[src/rtl/param_updown_counter.sv]
// Parametrised up/down counter with modulo MAX_COUNT+1, parallel load, terminal count and sticky overflow.
// Build option: define UPDN_COUNTER_SATURATE_EN to hold at the end values instead of wrapping.
module param_updown_counter #(
  parameter int WIDTH     = 4,
  parameter int MAX_COUNT = 15,
  parameter int RESET_VAL = 0
) (
  input  logic             clk,
  input  logic             rst,
  input  logic             en,
  input  logic             up_dn,
  input  logic             load,
  input  logic [WIDTH-1:0] load_val,
  input  logic             clr_ovf,
  output logic [WIDTH-1:0] q,
  output logic             tc,
  output logic             ovf_flag
);

  localparam logic [WIDTH-1:0] MAXQ = WIDTH'(MAX_COUNT);
  localparam logic [WIDTH-1:0] RSTQ = WIDTH'(RESET_VAL);

  logic             at_top;
  logic             at_bot;
  logic             wrap_evt;
  logic [WIDTH-1:0] load_q;
  logic [WIDTH-1:0] q_next;

  always_comb begin
    at_top = (q == MAXQ);
    at_bot = (q == '0);
    tc     = en & ((up_dn & at_top) | (~up_dn & at_bot));
    // A load preempts the step, so tc alone does not imply a wrap.
    wrap_evt = tc & ~load;
    load_q   = (load_val > MAXQ) ? MAXQ : load_val;
  end

  always_comb begin
    q_next = q;
    if (load) begin
      q_next = load_q;
    end else if (en) begin
      if (up_dn) begin
        if (at_top) begin
`ifdef UPDN_COUNTER_SATURATE_EN
          q_next = q;
`else
          q_next = '0;
`endif
        end else begin
          q_next = q + WIDTH'(1);
        end
      end else begin
        if (at_bot) begin
`ifdef UPDN_COUNTER_SATURATE_EN
          q_next = q;
`else
          q_next = MAXQ;
`endif
        end else begin
          q_next = q - WIDTH'(1);
        end
      end
    end
  end

  always_ff @(posedge clk or posedge rst) begin
    if (rst) begin
      q        <= RSTQ;
      ovf_flag <= 1'b0;
    end else begin
      q <= q_next;
      if (wrap_evt)
        ovf_flag <= 1'b1;
      else if (clr_ovf)
        ovf_flag <= 1'b0;
    end
  end

endmodule
[config.mk]
export PLATFORM = sky130hd
export DESIGN_NAME = param_updown_counter
export DESIGN_NICKNAME = d
export VERILOG_FILES = /design/src/rtl/param_updown_counter.sv
export SDC_FILE = /design/constraint.sdc
export NUM_CORES = 1
export LEC_CHECK = 0
export CAP_MARGIN = 40
export CORE_AREA = 5 5 42 44
export CTS_CLUSTER_DIAMETER = 80
export DETAILED_ROUTE_END_ITERATION = 8
export DIE_AREA = 0 0 47 49
export PLACE_DENSITY = 0.67
export SLEW_MARGIN = 20
export SYNTH_ARGS = -nofsm -noshare
export SYNTH_HDL_FRONTEND = slang
export SYNTH_SLANG_ARGS = --single-unit
[constraint.sdc]
create_clock -name clk -period 4.2 [get_ports clk]
set_clock_uncertainty 0.15 [all_clocks]
set_input_delay 0.84 -clock clk [delete_from_list [all_inputs] [get_ports clk]]
set_output_delay 0.84 -clock clk [all_outputs]
set_load 0.01 [all_outputs]
-- Word level (Yosys, flattened, before mapping)
Index checks and enable logic that the tools add are counted.
- add/subtract/negate cells: 2
- magnitude comparators: 1
- equal/unequal tests: 1
- multiplexer cells: 8
- bitwise gates (word level): 7
- reduce and logical (&&, ||, !) cells: 3
- operators by type and width (operator ; number):
    4-bit two-way mux ; 6
    4-bit by 1-bit adder with 4-bit output (second input constant) ; 1
    1-bit bitwise AND ; 4
    4-bit equality test (second input constant) ; 1
    4-bit greater-than comparator (second input constant) ; 1
    4-bit logical NOT ; 1
    2-bit nonzero test ; 2
    4-bit by 1-bit subtractor with 4-bit output (second input constant) ; 1
    1-bit two-way mux ; 2
    1-bit NOT ; 2
    1-bit bitwise OR ; 1
- register bits after elaboration: 5
- input port bits: 10
- output and inout port bits: 6
- logic and storage cells: 24

-- Longest topological paths before layout
Gate-level depths: netlist of run 1.
- word-level depth: 6
- gate-level depth with buffers: 6
- depth with buffers taken out: 6

-- Worst setup path after synthesis of run 1
OpenSTA, ideal clock, no wires.
- path type: input port to output port
- start point: input up_dn
- end point: output tc
- arrival time: 1356 ps
- data required time: 3210 ps
- setup slack: 1854 ps
- stages on the path: 4
- buffers on the path: 0
- cells stage by stage: nand2b_1 -> nor3_1 -> a41oi_1 -> nor2_1
- longest elaborated chain between the ends: 4
- elaborated cells between the ends (all ways): 5
- classes of those cells: 5 x bitwise
- ends and longest elaborated chain (element ; line ; RTL):
    start: declaration ; 11 ; input logic up_dn,
    1-bit NOT ; 32 ; tc = en & ((up_dn & at_top) | (~up_dn & at_bot));
    1-bit bitwise AND ; 32 ;
    1-bit bitwise OR (*) ; 32 ;
    1-bit bitwise AND (*) ; 32 ;
    end: declaration ; 16 ; output logic tc,
Mark *: on every way between the ends. The rest lies on a longest branch, timed or not.

-- Worst setup path after layout of run 1
Ends and elaborated chain as after synthesis.

==> results_dict.tcl, run 1 <==
set metrics [dict create \
    outcome "completed" \
    reg2reg_to "ovf_flag" \
    rows 14 \
    htree_num_levels 1 \
    syn_nets 56 \
    fin_crit_sh 0.814 \
    ys_seq_elements 5 \
    rsz0062_at_grt "no" \
    r2r_slack_ps 2640 \
    yosys.area_share.simple 0.178 \
    final_common_cell "clkdlybuf4s50_1" \
    track_usage 0.0764 \
    ir_drop_mv 0.159 \
    crit_fanout 6 \
    cap_violations 0 \
    drt_iter0_markers 8 \
    min_path_type "flip-flop to flip-flop" \
    cp.arrival_ps 2430 \
    synth_compound_area_frac 0.255 \
    holdBufCountCts 0 \
    mostFrequentLayoutCells "clkdlybuf4s50_1, inv_1, o21ai_0, dfrtp_1" \
    die-area_um2 2300 \
    slew_headroom 0.788 \
    clk_pin_slew_worst_paths_ps 40 \
    seq_area_frac_synth 0.350 \
    final_layout_size_suffix_gt1_frac 0.0645 \
    first_pass_iters 4 \
    min_to "ovf_flag" \
    static-leakage-power_nw 0.226 \
    placed_area_um2 524 \
    finalSetupTns_ps 0 \
    io_buffer_count 15 \
    chipWidth_um 47 \
    crit_required_ps 3210 \
    slew_viol_final 0 \
    min_period_ps 3420 \
    grt-ovfl-total 0 \
    wl_per_cell_um 10.6 \
    antenna_found_initial 0 \
    syn_avg_cell_area_um2 8.13 \
    clk_path_buf_depth 2 \
    coreArea_um2 1400 \
    cts_resized 0 \
    fmax_mhz 292 \
    die_y_um 49 \
    hold_path_depth 2 \
    routabilityCongestion 0.797 \
    area_growth_pct 53.8 \
    postCtsSetupBuffers 0 \
    startpoint_type "primary input" \
    diodes 0 \
    grt_pass1_wl_um 1260 \
    synth_warnings 0 \
    synth_fa_ha_area_frac 0.0699 \
    hold_violations 0 \
    design_area_um2 551 \
    r2r_cells 6 \
    num_vias 373 \
    postRouteAntennaNets 0 \
    netlist_area_um2 358 \
    routed_wl_um 824 \
    cts_tree "yes" \
    power_density_nw_per_um2 316 \
    clkLatencyLatePin_ps 240 \
    clock_sinks 5 \
    nNetsFinal 75 \
    place_hpwl_um 659 \
    synth-xor-area-share 0.0734 \
    ys_types 19 \
    synth_top_family_by_area "compound AO/OA/AOI/OAI gates" \
    worst_pin_slew_ps 317 \
    viasPerCell 4.78 \
    grt_max_degree 11 \
    drc 0 \
    initial_core_util 0.255 \
    cts-root-buf "clkbuf_4" \
    grt_pass1_vias 319 \
    criticalPathCategory "primary input to output port" \
    critPathCaptureType "output port" \
    r2r-start "q[0]" \
    post-place-ws_ps 798 \
    setup_violations 0 \
    place_inst 74 \
    fin_cells 78 \
    worstHoldStart "ovf_flag" \
    layout_setup_ws_ps 780 \
    cts_buffers 3 \
    syn_inst 44 \
    hold-worst-slack_ps 396 \
    ios 16 \
    synthMuxAreaShare 0 \
]
cell type report:
| type | instances | area, um2 |
|---|---|---|
| inverter | 6 | 22.5 |
| clock buffer | 4 | 26.3 |
| multi-input combinational | 32 | 206 |
| fill | 157 | 851 |
| timing repair buffer | 15 | 150 |
| tap | 16 | 20.0 |
| sequential | 5 | 125 |
flip-flops by register name, indices dropped and copies added, names as in the netlist:
register / count
ovf_flag: 1
q: 4
metal layers:
metal	up-vias	track usage	part of all wire	routed length (um)
li1	189	-	-	-
met1	168	0.0960	0.42	349
met2	14	0.106	0.45	367
met3	2	0.0221	0.10	86
met5	-	0	0	0
met4	0	0.0553	0.025	21
kinds of logic (layout without fill, tap and decap cells):
logic type      count (synthesis)  after routing
fa+ha+maj                       2              2
compound gates                 14             14
simple gates                   13             13
buf+inv                         7             25
flops                           5              5
xor+xnor                        3              3
power breakdown:
group	internal (mW)	switching, mW	total [mW]
clock network	0.0359	0.0191	0.0550
registers	0.0538	0.00879	0.0626
logic	0.0318	0.0248	0.0566
how the worst max path moves through the flow:
stage	from	endpoint	cells after the start
floorplan	up_dn	tc	4
global placement	up_dn	tc	6
CTS	up_dn	tc	6
global route	up_dn	tc	6
detailed placement	up_dn	tc	6
finish	up_dn	tc	6
per-stage QoR:
step / power [mW] / utilization
finish: 0.174 / 0.393
global route: 0.187 / 0.393
CTS: 0.177 / 0.393
detailed placement: 0.120 / 0.374
global placement: 0.119 / 0.374
floorplan: 0.0927 / -
critical path: stages:
cell and delay (ps):
clkdlybuf4s50_1 520, nand2b_1 210, nor3_1 130, a41oi_1 80, nor2_1 110, clkdlybuf4s50_1 540
Yosys cell counts, drive strengths merged:
cell	count	area, um2
nor3	1	5.00
nand4	1	6.26
xnor2	2	17.5
inv	6	22.5
a21oi	4	20.0
a41oi	1	8.76
dfrtp	5	125
o31ai	1	12.5
nor2	3	11.3
nor3b	1	7.51
nand2	4	15.0
o32ai	1	8.76
nand2b	3	18.8
o311a	1	10.0
a31oi	1	6.26
clkbuf	1	3.75
o21ai	5	25.0
xor2	1	8.76
ha	2	25.0
No activity file was read; power rests on OpenSTA's default activity.
==> run 2: changes to the inputs <==
==> constraint.sdc (replaced) <==
create_clock -name clk -period 3.5 [get_ports clk]
set_clock_uncertainty 0.15 [all_clocks]
set_input_delay 0.7 -clock clk [delete_from_list [all_inputs] [get_ports clk]]
set_output_delay 0.7 -clock clk [all_outputs]
set_load 0.01 [all_outputs]
==> run 2 against run 1 <==
  * Utilization is the same
  * Die area is the same
  * Global-route usage is essentially flat
  * Critical endpoint unchanged
  * Routed wire length grew 0.24%
  * Worst setup slack lost 420 ps
  * Non-clock buffer count is the same
  * Combinational power grew 21%
  * Clock power grew 20%
  * Highest routed layer unchanged
  * Count of clock-buffer cells in the layout is the same
  * First-iteration DRC count shrank 50%
  * Power grew 20%
  * Critical path depth is the same
==> results_dict.tcl, run 2 (synthesized netlist as in run 1, its figures left out) <==
set metrics [dict create \
    layout_setup_ws_ps 359 \
    crit_fanout 6 \
    drt_iter0_markers 4 \
    cap_violations 0 \
    setup_violations 0 \
    clk_pin_slew_worst_paths_ps 40 \
    chipWidth_um 47 \
    drc 0 \
    cts_resized 0 \
    grt_max_degree 11 \
    coreArea_um2 1400 \
    initial_core_util 0.255 \
    slew_viol_final 0 \
    multi_input_area_um2 206 \
    r2r-start "q[0]" \
    min_path_type "flip-flop to flip-flop" \
    cp_common_cell "clkdlybuf4s50_1" \
    clk_path_buf_depth 2 \
    criticalPathCategory "primary input to output port" \
    crit_required_ps 2650 \
    power_density_nw_per_um2 381 \
    rsz0062_at_grt "no" \
    startpoint_type "primary input" \
    holdBufCountCts 0 \
    cts-root-buf "clkbuf_4" \
    fmax_mhz 318 \
    hold-worst-slack_ps 376 \
    first_pass_iters 4 \
    routed_wl_um 826 \
    worst_pin_slew_ps 299 \
    num_vias 365 \
    utilization 0.393 \
    regArea_um2 125 \
    diodes 0 \
    ir_drop_mv 0.157 \
    slew_headroom 0.800 \
    cts_buffers 3 \
    nNetsFinal 75 \
    ios 16 \
    final_layout_size_suffix_gt1_frac 0.0645 \
    fin_crit_sh 0.897 \
    worstHoldStart "ovf_flag" \
    antenna_found_initial 0 \
    crit_start "up_dn" \
    min_period_ps 3140 \
    track_usage 0.0765 \
    mostFrequentLayoutCells "clkdlybuf4s50_1, inv_1, o21ai_0, dfrtp_1" \
    outcome "completed" \
    placed_area_um2 524 \
    rows 14 \
    io_buffer_count 15 \
    crit_path_max_incr_delay_ps 540 \
    finalSetupTns_ps 0 \
    cts_tree "yes" \
    fill_cells 158 \
    cp.arrival_ps 2290 \
    finalPower_mw 0.210 \
    post-place-ws_ps 351 \
    critPathCaptureType "output port" \
    viasPerCell 4.68 \
    grt-ovfl-total 0 \
    clkLatencyLatePin_ps 240 \
    wl_per_cell_um 10.6 \
    largest_reg_flops 4 \
    routabilityCongestion 0.824 \
    grt_pass1_wl_um 1270 \
    postCtsSetupBuffers 0 \
    static-leakage-power_nw 0.226 \
    top_register "q" \
    hold_violations 0 \
    crit_chain "clkdlybuf4s50_1 > nand2b_1 > nor3_1 > a41oi_1 > nor2_1 > clkdlybuf4s50_1" \
    postRouteAntennaNets 0 \
    fin_cells 78 \
    final_common_cell "clkdlybuf4s50_1" \
    design_area_um2 551 \
    worst_path_max_delay_cell "clkdlybuf4s50_1" \
    die_y_um 49 \
    htree_num_levels 1 \
    place_hpwl_um 676 \
    top_regs "q: 4 flops, ovf_flag: 1 flops" \
    area_growth_pct 53.8 \
    place_inst 74 \
    clock_sinks 5 \
    grt_pass1_vias 333 \
    die-area_um2 2300 \
]
-- run 2: final cells by class --
| type | instances | share of cell area |
|---|---|---|
| inverter | 6 | 0.0409 |
| multi-input combinational | 32 | 0.375 |
| clock buffer | 4 | 0.0477 |
| timing repair buffer | 15 | 0.273 |
| sequential | 5 | 0.227 |
| tap | 16 | 0.0364 |
-- run 2: path summary, 6_finish.rpt --
path	end	slack [ps]	cells past startpoint
worst max-delay path	tc	360	6
worst min-delay path	ovf_flag	380	2
worst max register to register	q[3]	1940	6
worst min register to register	ovf_flag	380	2
max in group asynchronous	q[2]	2530	2
min in group asynchronous	q[1]	500	2
-- run 2: critical path: cells and delay by family --
| family | cells | cell delay, ps |
|---|---|---|
| compound gates | 1 | 80 |
| buf+inv | 2 | 1050 |
| simple gates | 3 | 470 |
-- run 2: power breakdown --
part / internal (mW) / switching, mW
clock: 0.0431 / 0.0230
combinational: 0.0381 / 0.0304
sequential: 0.0646 / 0.0105
-- run 2: routing by layer --
| layer | vias to the layer above | GRT usage | share of wire |
|---|---|---|---|
| li1 | 189 | - | - |
| met1 | 162 | 0.0940 | 0.43 |
| met2 | 12 | 0.111 | 0.49 |
| met3 | 2 | 0.0111 | 0.069 |
| met4 | 0 | 0.0645 | 0.018 |
| met5 | - | 0 | 0 |
==> run 3: changes to the inputs <==
--- a/config.mk
+++ b/config.mk
@@ -5,13 +5,13 @@
 export SDC_FILE = /design/constraint.sdc
 export NUM_CORES = 1
 export LEC_CHECK = 0
-export CAP_MARGIN = 40
+export CAP_MARGIN = 20
 export CORE_AREA = 5 5 42 44
 export CTS_CLUSTER_DIAMETER = 80
 export DETAILED_ROUTE_END_ITERATION = 8
 export DIE_AREA = 0 0 47 49
 export PLACE_DENSITY = 0.67
-export SLEW_MARGIN = 20
+export SLEW_MARGIN = 30
 export SYNTH_ARGS = -nofsm -noshare
 export SYNTH_HDL_FRONTEND = slang
 export SYNTH_SLANG_ARGS = --single-unit
==> results of run 3 <==
Same layout as run 2: the final DEF is identical, and so are final timing and power.
